--- config.mk ---
export PLATFORM = sky130hd
export DESIGN_NAME = uart_tx
export DESIGN_NICKNAME = d
export VERILOG_FILES = /design/src/rtl/uart_tx.sv
export SDC_FILE = /design/constraint.sdc
export NUM_CORES = 1
export LEC_CHECK = 0
export CORE_MARGIN = 3
export CORE_UTILIZATION = 27
export CTS_CLUSTER_DIAMETER = 50
export DETAILED_ROUTE_END_ITERATION = 10
export PLACE_DENSITY_LB_ADDON = 0.05
export REMOVE_ABC_BUFFERS = 1
export SLEW_MARGIN = 30
export SYNTH_ARGS = -nofsm -noshare
export SYNTH_HDL_FRONTEND = slang
export SYNTH_SLANG_ARGS = --single-unit
--- constraint.sdc ---
create_clock -name clk -period 2.7 [get_ports clk]
set_input_delay 0.27 -clock clk [delete_from_list [all_inputs] [get_ports clk]]
set_output_delay 0.27 -clock clk [all_outputs]
set_load 0.005 [all_outputs]
--- src/rtl/uart_tx.sv ---
// UART transmitter: accepts a parallel word on a one-cycle enable and sends it
// as start bit, LSB-first payload and one or two stop bits at a fixed bit rate.
module uart_tx #(
    parameter int CLK_HZ       = 50_000_000,
    parameter int BIT_RATE     = 9600,
    parameter int PAYLOAD_BITS = 8,
    parameter int STOP_BITS    = 1
) (
    input  logic                    clk,
    input  logic                    reset,
    input  logic                    uart_tx_en,
    input  logic [PAYLOAD_BITS-1:0] uart_tx_data,
    output logic                    uart_txd,
    output logic                    uart_tx_busy
);

    localparam int CYCLES_PER_BIT = CLK_HZ / BIT_RATE;
    localparam int CW             = $clog2(CYCLES_PER_BIT + 1);
    localparam int BW             = $clog2(PAYLOAD_BITS + 1);

    localparam logic [CW-1:0] LAST_CYC  = CW'(CYCLES_PER_BIT - 1);
    localparam logic [BW-1:0] LAST_DATA = BW'(PAYLOAD_BITS - 1);
    localparam logic [BW-1:0] LAST_STOP = BW'(STOP_BITS - 1);

    typedef enum logic [1:0] {
        IDLE,
        START,
        DATA,
        STOP
    } state_t;

    state_t                  state_q, state_d;
    logic [CW-1:0]           cyc_q, cyc_d;
    logic [BW-1:0]           bit_cnt_q, bit_cnt_d;
    logic [PAYLOAD_BITS-1:0] shift_q, shift_d;
    logic                    txd_q, txd_d;
    logic                    busy_q, busy_d;
    logic                    last_cyc;

    assign last_cyc = (cyc_q == LAST_CYC);

    always_comb begin
        // NOTE: every _d starts as its _q so no path leaves a variable unassigned (no latch).
        state_d   = state_q;
        cyc_d     = cyc_q;
        bit_cnt_d = bit_cnt_q;
        shift_d   = shift_q;
        txd_d     = txd_q;
        busy_d    = busy_q;

        unique case (state_q)
            IDLE: begin
                txd_d     = 1'b1;
                busy_d    = 1'b0;
                cyc_d     = '0;
                bit_cnt_d = '0;
                if (uart_tx_en) begin
                    state_d = START;
                    shift_d = uart_tx_data;
                    txd_d   = 1'b0;
                    busy_d  = 1'b1;
                end
            end

            START: begin
                if (last_cyc) begin
                    state_d = DATA;
                    cyc_d   = '0;
                    txd_d   = shift_q[0];
                end else begin
                    cyc_d = cyc_q + CW'(1);
                end
            end

            DATA: begin
                if (last_cyc) begin
                    cyc_d   = '0;
                    shift_d = shift_q >> 1;
                    if (bit_cnt_q == LAST_DATA) begin
                        state_d   = STOP;
                        bit_cnt_d = '0;
                        txd_d     = 1'b1;
                    end else begin
                        bit_cnt_d = bit_cnt_q + BW'(1);
                        txd_d     = shift_d[0];
                    end
                end else begin
                    cyc_d = cyc_q + CW'(1);
                end
            end

            STOP: begin
                // The bit counter is reused to count stop bits, so the cycle
                // counter never has to span more than one bit period.
                txd_d = 1'b1;
                if (last_cyc) begin
                    cyc_d = '0;
                    if (bit_cnt_q == LAST_STOP) begin
                        state_d   = IDLE;
                        bit_cnt_d = '0;
                        busy_d    = 1'b0;
                    end else begin
                        bit_cnt_d = bit_cnt_q + BW'(1);
                    end
                end else begin
                    cyc_d = cyc_q + CW'(1);
                end
            end

            default: begin
                state_d = IDLE;
                txd_d   = 1'b1;
                busy_d  = 1'b0;
            end
        endcase
    end

    // NOTE: sequential state uses <= only, so every flop samples pre-edge values.
    always_ff @(posedge clk) begin
        if (reset) begin
            state_q   <= IDLE;
            cyc_q     <= '0;
            bit_cnt_q <= '0;
            txd_q     <= 1'b1;
            busy_q    <= 1'b0;
        end else begin
            state_q   <= state_d;
            cyc_q     <= cyc_d;
            bit_cnt_q <= bit_cnt_d;
            txd_q     <= txd_d;
            busy_q    <= busy_d;
        end
        // NOTE: the shift register is pure datapath, always reloaded on accept, so it needs no reset.
        shift_q <= shift_d;
    end

    assign uart_txd     = txd_q;
    assign uart_tx_busy = busy_q;

endmodule

==> results of run 1 <==
-- critical path: cells and delay by family, from the launching register on --
kind	cells	cell delay [ns]
and+or+nand+nor	3	1.06
AOI/OAI and AO/OA	1	0.15
adders and majority gates	1	0.31
DFF	1	0.35
-- cell type report --
class                   instances  area, um^2
repair buffers                 14         135
clock inverters                 1        30.0
clock buffers                   7        86.3
multi-input cells             113         797
inverters                       8        30.0
flip-flops and latches         29         661
fillers                       544        3440
well taps                      70        87.6
-- per-stage QoR --
step                area (um^2)  utilization, %  worst slack, ns  hold WS [ns]  power [mW]
finish                     1830            34.7            0.758         0.447        1.52
global route               1830            34.7            0.567         0.483        1.63
CTS                        1830            34.7            0.762         0.450        1.54
detailed placement         1710            32.5            0.773         0.439        1.07
global placement           1710            32.5            0.825         0.433        1.06
floorplan                  1490               -            0.735         0.339       0.913
-- layer usage --
| metal | share of wire (%) | up-vias | GRT usage [%] |
|---|---|---|---|
| li1 | - | 589 | - |
| met2 | 44 | 16 | 17.3 |
| met3 | 4.5 | 6 | 4.21 |
| met1 | 49 | 546 | 14.4 |
| met4 | 1.8 | 0 | 4.73 |
| met5 | 0 | - | 0 |
-- path summary, 6_finish.rpt --
check / startpoint / endpoint / cells past startpoint
max: state_q[0] / state_q[0] / 5
min: cyc_q[0] / cyc_q[0] / 1
max reg2reg: state_q[0] / state_q[0] / 5
min reg2reg: cyc_q[0] / cyc_q[0] / 1
-- power by group --
part	switching (mW)	internal, mW	total (mW)
clock	0.166	0.301	0.466
combinational	0.245	0.201	0.446
sequential	0.0400	0.566	0.605
-- registers in the layout (all words and copies together), names as in the netlist --
signal	flops
state_q	2
uart_tx_busy	1
uart_txd	1
shift_q	8
bit_cnt_q	4
cyc_q	13
-- cell families after synthesis --
logic type | count (synthesis) | synth area share [%]
adders and majority gates | 8 | 6.62
buffers and inverters | 12 | 3.56
xor gates and xnor gates | 11 | 6.37
AOI/OAI and AO/OA | 22 | 10.4
DFF | 29 | 43.7
and+or+nand+nor | 64 | 23.4
muxes | 8 | 5.88
-- cell usage in the layout, fill, tap and decap left out, types with 3 or more instances in the layout --
cell / instances
a21oi_1: 5
clkbuf_8: 6
clkdlybuf4s50_1: 12
dfxtp_1: 21
edfxtp_1: 8
ha_1: 8
inv_1: 8
mux2_2: 7
nand2_1: 7
nand3_1: 9
nand4_1: 3
nor2_1: 22
nor3_1: 7
xnor2_1: 9
==> results.md, run 1 <==
- Status: completed
- P_leak: 0.634 nW
- Final Hold Fails: 0
- DR iter-0 viols: 74
- DPL Wire Length: 2.33 mm
- R2R setup slack: 0.76 ns
- Grt ovf: 0
- Initial antenna violation count: 0
- Slew Viols, Final: 0
- Routed Antenna Nets: 0
- DRT Wirelength: 3.19 mm
- DRC errors left: 0
- Synth warnings: 0
- Mapped Cells: 154
- Cell area after synthesis: 1510 um^2
- H-tree Lvls: 2
- Clock sink count: 29
- PortBufs: 12
- Slowest cell on crit path: or4_1
- Clock insertion delay at the later pin of the skew report: 0.28 ns
- Max cap viols: 0
- Hold WC Path Type: reg2reg
- Post-synth top flop: dfxtp_1
- Crit Path Max Fanout: 7
- Peak supply drop: 290 uV
- Core area: 5270 um^2
- Nets@finish: 190
- Post-synth ARST share: 0%
- Routability congestion estimate: 0.870
- Die Height: 80.8 um
- Die width: 80.8 um
- Hold Buf Count CTS: 0
- First-pass GRT wire length: 5.68 mm
- Slew headroom: 55.8%
- Share of cells above drive strength 1: 11.6%
- Cell Chain, Critical Path: ha_1 -> nor4bb_1 -> nor3_1 -> or4_1 -> a21oi_1
- Cts repair resizes: 0
- Synth-to-layout area growth: 20.9%
- GRT Resource Usage Total: 11.4%
- Clk slew on worst S/H paths: 0.07 ns
- Final setup vio count: 0
- RSZ-0062 raised after global routing: no
- Largest net degree at the start of global routing: 17
- Sequential area share after synthesis: 43.7%
- Top Ports: 13
- Vias: 1157
- Initial Util: 28.7%
- Final period util: 71.9%
- Area leader, netlist: dfxtp_1
- DR vias/cell: 4.78
- Crit path kind: reg2reg
- Post-synth EDFFs: 8
- Worst Max-Slew Pin Slew: 0.658 ns
- Dpl cells: 234
- Distinct cells, synth: 42
- Critical Path Source Type: register
- # diodes: 0
- CP peak stage delay: 0.50 ns
- Setup TNS: 0 ns
- Setup Skew: 0.00514 ns
- Vias in the first global route: 1204
- Minimum clock period: 1.94 ns
- CTS Buf Count: 5
- Worst Setup End Kind: register
- TritonCTS clock tree: done
- Fmax: 515 MHz
- Synth top area share: 27.8%
- Clock Path Buffers: 2
- Most frequent cell after synthesis: nor2_1
- DR WL/cell: 13.2 um
- Post-route insts no fill: 242
- Die area: 6530 um^2
- Largest cells by area after synthesis: dfxtp_1 (28%), edfxtp_1 (16%), ha_1 (6.6%), nor2_1 (5.5%), mux2_2 (5.2%)
- Setup bufs post-CTS: 0
- Core Rows: 26
- Pre-antenna DRT Iters: 2
- Crit path DAT: 2.15 ns
- Seq cells post-synth: 29
- Top post-synthesis cells by count: nor2_1 (22), dfxtp_1 (21), nand3_1 (9), xnor2_1 (9)
- Pwr Density: 831 nW/um^2
- CTS Root Cell: clkbuf_8
- Worst endpoint required time: 2.90 ns
- Mean area per synthesized cell: 9.81 um^2
No activity file was read; power rests on OpenSTA's default activity.
==> run 2: changes to the inputs <==
==> constraint.sdc (replaced) <==
create_clock -name clk -period 2 [get_ports clk]
set_input_delay 0.2 -clock clk [delete_from_list [all_inputs] [get_ports clk]]
set_output_delay 0.2 -clock clk [all_outputs]
set_load 0.005 [all_outputs]
==> results.md, run 2 (synthesis results as in run 1) <==
- Core area: 5270 um^2 (unchanged)
- First-pass GRT wire length: 5.85 mm (was 5.68 mm)
- RR Endpoint: state_q[0] (unchanged)
- Final Hold Fails: 0 (unchanged)
- P_leak: 0.679 nW (was 0.634 nW)
- Setup bufs post-CTS: 0 (unchanged)
- Setup Skew: 0.00314 ns (was 0.00514 ns)
- Top delay family on crit path: simple AND/OR/NAND/NOR gates (unchanged)
- Nets@finish: 198 (was 190)
- Cell internal pwr: 1.43 mW (was 1.07 mW)
- Area of placed instances: 1780 um^2 (was 1710 um^2)
- Worst Max-Slew Pin Slew: 0.467 ns (was 0.658 ns)
- Pre-CTS setup slack: 0.0778 ns (was 0.773 ns)
- Grt ovf: 0 (unchanged)
- Share of power burned in registers: 40.1% (was 39.9%)
- Largest reg by FF count: cyc_q (unchanged)
- Final setup vio count: 0 (unchanged)
- Routed Antenna Nets: 0 (unchanged)
- DR vias/cell: 4.67 (was 4.78)
- CTS Root Cell: clkbuf_8 (unchanged)
- Pwr Density: 1080 nW/um^2 (was 831 nW/um^2)
- # diodes: 0 (unchanged)
- Most frequent cells in the layout: nor2_1 (22), dfxtp_1 (20), clkdlybuf4s50_1 (12) (was nor2_1 (22), dfxtp_1 (21), clkdlybuf4s50_1 (12), xnor2_1 (9), nand3_1 (9))
- Reg2Reg Depth: 5 (unchanged)
- R2R setup slack: 0.10 ns (was 0.76 ns)
- Max reg flops: 13 (unchanged)
- Top Ports: 13 (unchanged)
- Synth-to-layout area growth: 25.8% (was 20.9%)
- Crit path kind: reg2reg (unchanged)
- Hold WC Path Type: reg2reg (unchanged)
- Fmax: 527 MHz (was 515 MHz)
- Pwr Total: 2.06 mW (was 1.52 mW)
- CTS Buf Count: 5 (unchanged)
- Sw Share: 30.3% (was 29.7%)
- CP peak stage delay: 0.49 ns (was 0.50 ns)
- Crit Path Max Fanout: 5 (was 7)
- Cell Chain, Critical Path: ha_1 -> nor4bb_1 -> nor3_1 -> or4_1 -> a21oi_1 (unchanged)
- Largest net degree at the start of global routing: 17 (unchanged)
- Final period util: 94.9% (was 71.9%)
- Routability congestion estimate: 0.795 (was 0.870)
- Vias in the first global route: 1199 (was 1204)
- Max cap viols: 0 (unchanged)
- Worst Setup End Kind: register (unchanged)
- DR WL/cell: 13.2 um (about the same)
- Die area: 6530 um^2 (unchanged)
- P_sw: 0.623 mW (was 0.451 mW)
- TritonCTS clock tree: done (unchanged)
- Die width: 80.8 um (unchanged)
- Status: completed (unchanged)
- Slowest cell on crit path: or4_1 (unchanged)
- DPL Wire Length: 2.40 mm (was 2.33 mm)
- Peak supply drop: 435 uV (was 290 uV)
- Vias: 1167 (was 1157)
- Worst endpoint required time: 2.20 ns (was 2.90 ns)
- Critical path depth in cells: 5 (unchanged)
- Setup TNS: 0 ns (unchanged)
- DRC errors left: 0 (unchanged)
- Initial antenna violation count: 0 (unchanged)
- PortBufs: 12 (unchanged)
- Pre-antenna DRT Iters: 6 (was 2)
- Crit path DAT: 2.10 ns (was 2.15 ns)
- Share of cells above drive strength 1: 16.7% (was 11.6%)
- GRT Resource Usage Total: 11.7% (was 11.4%)
- Worst Path Buf+Inv: 0 (unchanged)
- Die Height: 80.8 um (unchanged)
- Slew Viols, Final: 0 (unchanged)
- Biggest regs: cyc_q x13, shift_q x8, bit_cnt_q x4 (unchanged)
- Final core occ: 36.1% (was 34.7%)
- CP endpoint: state_q[0] (unchanged)
- Clock Path Buffers: 2 (unchanged)
- Clock insertion delay at the later pin of the skew report: 0.27 ns (was 0.28 ns)
- DRT Wirelength: 3.30 mm (was 3.19 mm)
- DR iter-0 viols: 57 (was 74)
- Minimum clock period: 1.90 ns (was 1.94 ns)
- Critical Path Start: bit_cnt_q[1] (was state_q[0])
- Clock power share: 28.4% (was 30.7%)
- Setup ws final: 0.102 ns (was 0.758 ns)
- Critical Path Source Type: register (unchanged)
- Most common cell after layout, fill and taps aside: nor2_1 (unchanged)
- Initial Util: 28.7% (unchanged)
- H-tree Lvls: 2 (unchanged)
- Clk slew on worst S/H paths: 0.06 ns (was 0.07 ns)
- Hold Buf Count CTS: 0 (unchanged)
- Reg-to-Reg Start: bit_cnt_q[1] (was state_q[0])
- Clock sink count: 29 (unchanged)
- Slew headroom: 68.6% (was 55.8%)
- Finished Cell Area: 1900 um^2 (was 1830 um^2)
- Core Rows: 26 (unchanged)
- Combinational power share: 31.5% (was 29.4%)
## run 2: cell count changes in the layout (fill, tap and decap cells not counted), sizes merged
cell	delta
clkbuf	-1
buf	+8
clkinv	+1
## run 2: layout make-up
cell class,instances,area [um^2]
clock buffers,6,72.6
flip-flops and latches,29,662
repair buffers,22,208
multi-input cells,113,808
clock inverters,2,33.8
well taps,70,87.6
fillers,542,3370
inverters,8,30.0
## run 2: per-layer routing
layer / wire length (um) / vias to the layer above / GRT usage [%]
li1: - / 609 / -
met1: 1710 / 533 / 16.4
met2: 1410 / 20 / 17.1
met5: 0 / - / 0
met4: 34 / 0 / 4.05
met3: 145 / 5 / 3.44
## run 2: worst min path at each step
| stage | slack [ns] | cells past startpoint | end | from |
|---|---|---|---|---|
| finish | 0.45 | 1 | cyc_q[0] | cyc_q[0] |
| global route | 0.49 | 1 | cyc_q[0] | cyc_q[0] |
| detailed placement | 0.45 | 1 | cyc_q[0] | cyc_q[0] |
| floorplan | 0.27 | 1 | bit_cnt_q[0] | reset |
| global placement | 0.43 | 1 | cyc_q[0] | cyc_q[0] |
| CTS | 0.46 | 1 | cyc_q[0] | cyc_q[0] |
## run 2: repair_timing
| action | CTS | global route |
|---|---|---|
| gates resized for setup | 0 | 3 |
| endpoints found under the hold margin | 0 | 0 |
| endpoints found under the setup margin | 0 | 3 |
## run 2: power by group through the flow
| stage | Sequential (mW) | Combinational, mW | Clock, mW |
|---|---|---|---|
| floorplan | 0.816 | 0.416 | 0 |
| global placement | 0.831 | 0.632 | 0 |
| CTS | 0.825 | 0.646 | 0.606 |
| finish | 0.825 | 0.647 | 0.584 |
| global route | 0.840 | 0.738 | 0.640 |
| detailed placement | 0.836 | 0.636 | 0 |
## run 2: through the flow
stage / hold WS (ns) / instances
2_1_floorplan: 0.269 / 150
3_3_place_gp: 0.433 / 242
3_5_place_dp: 0.451 / 242
4_1_cts: 0.460 / 250
5_1_grt: 0.485 / 250
6_report: 0.450 / 250
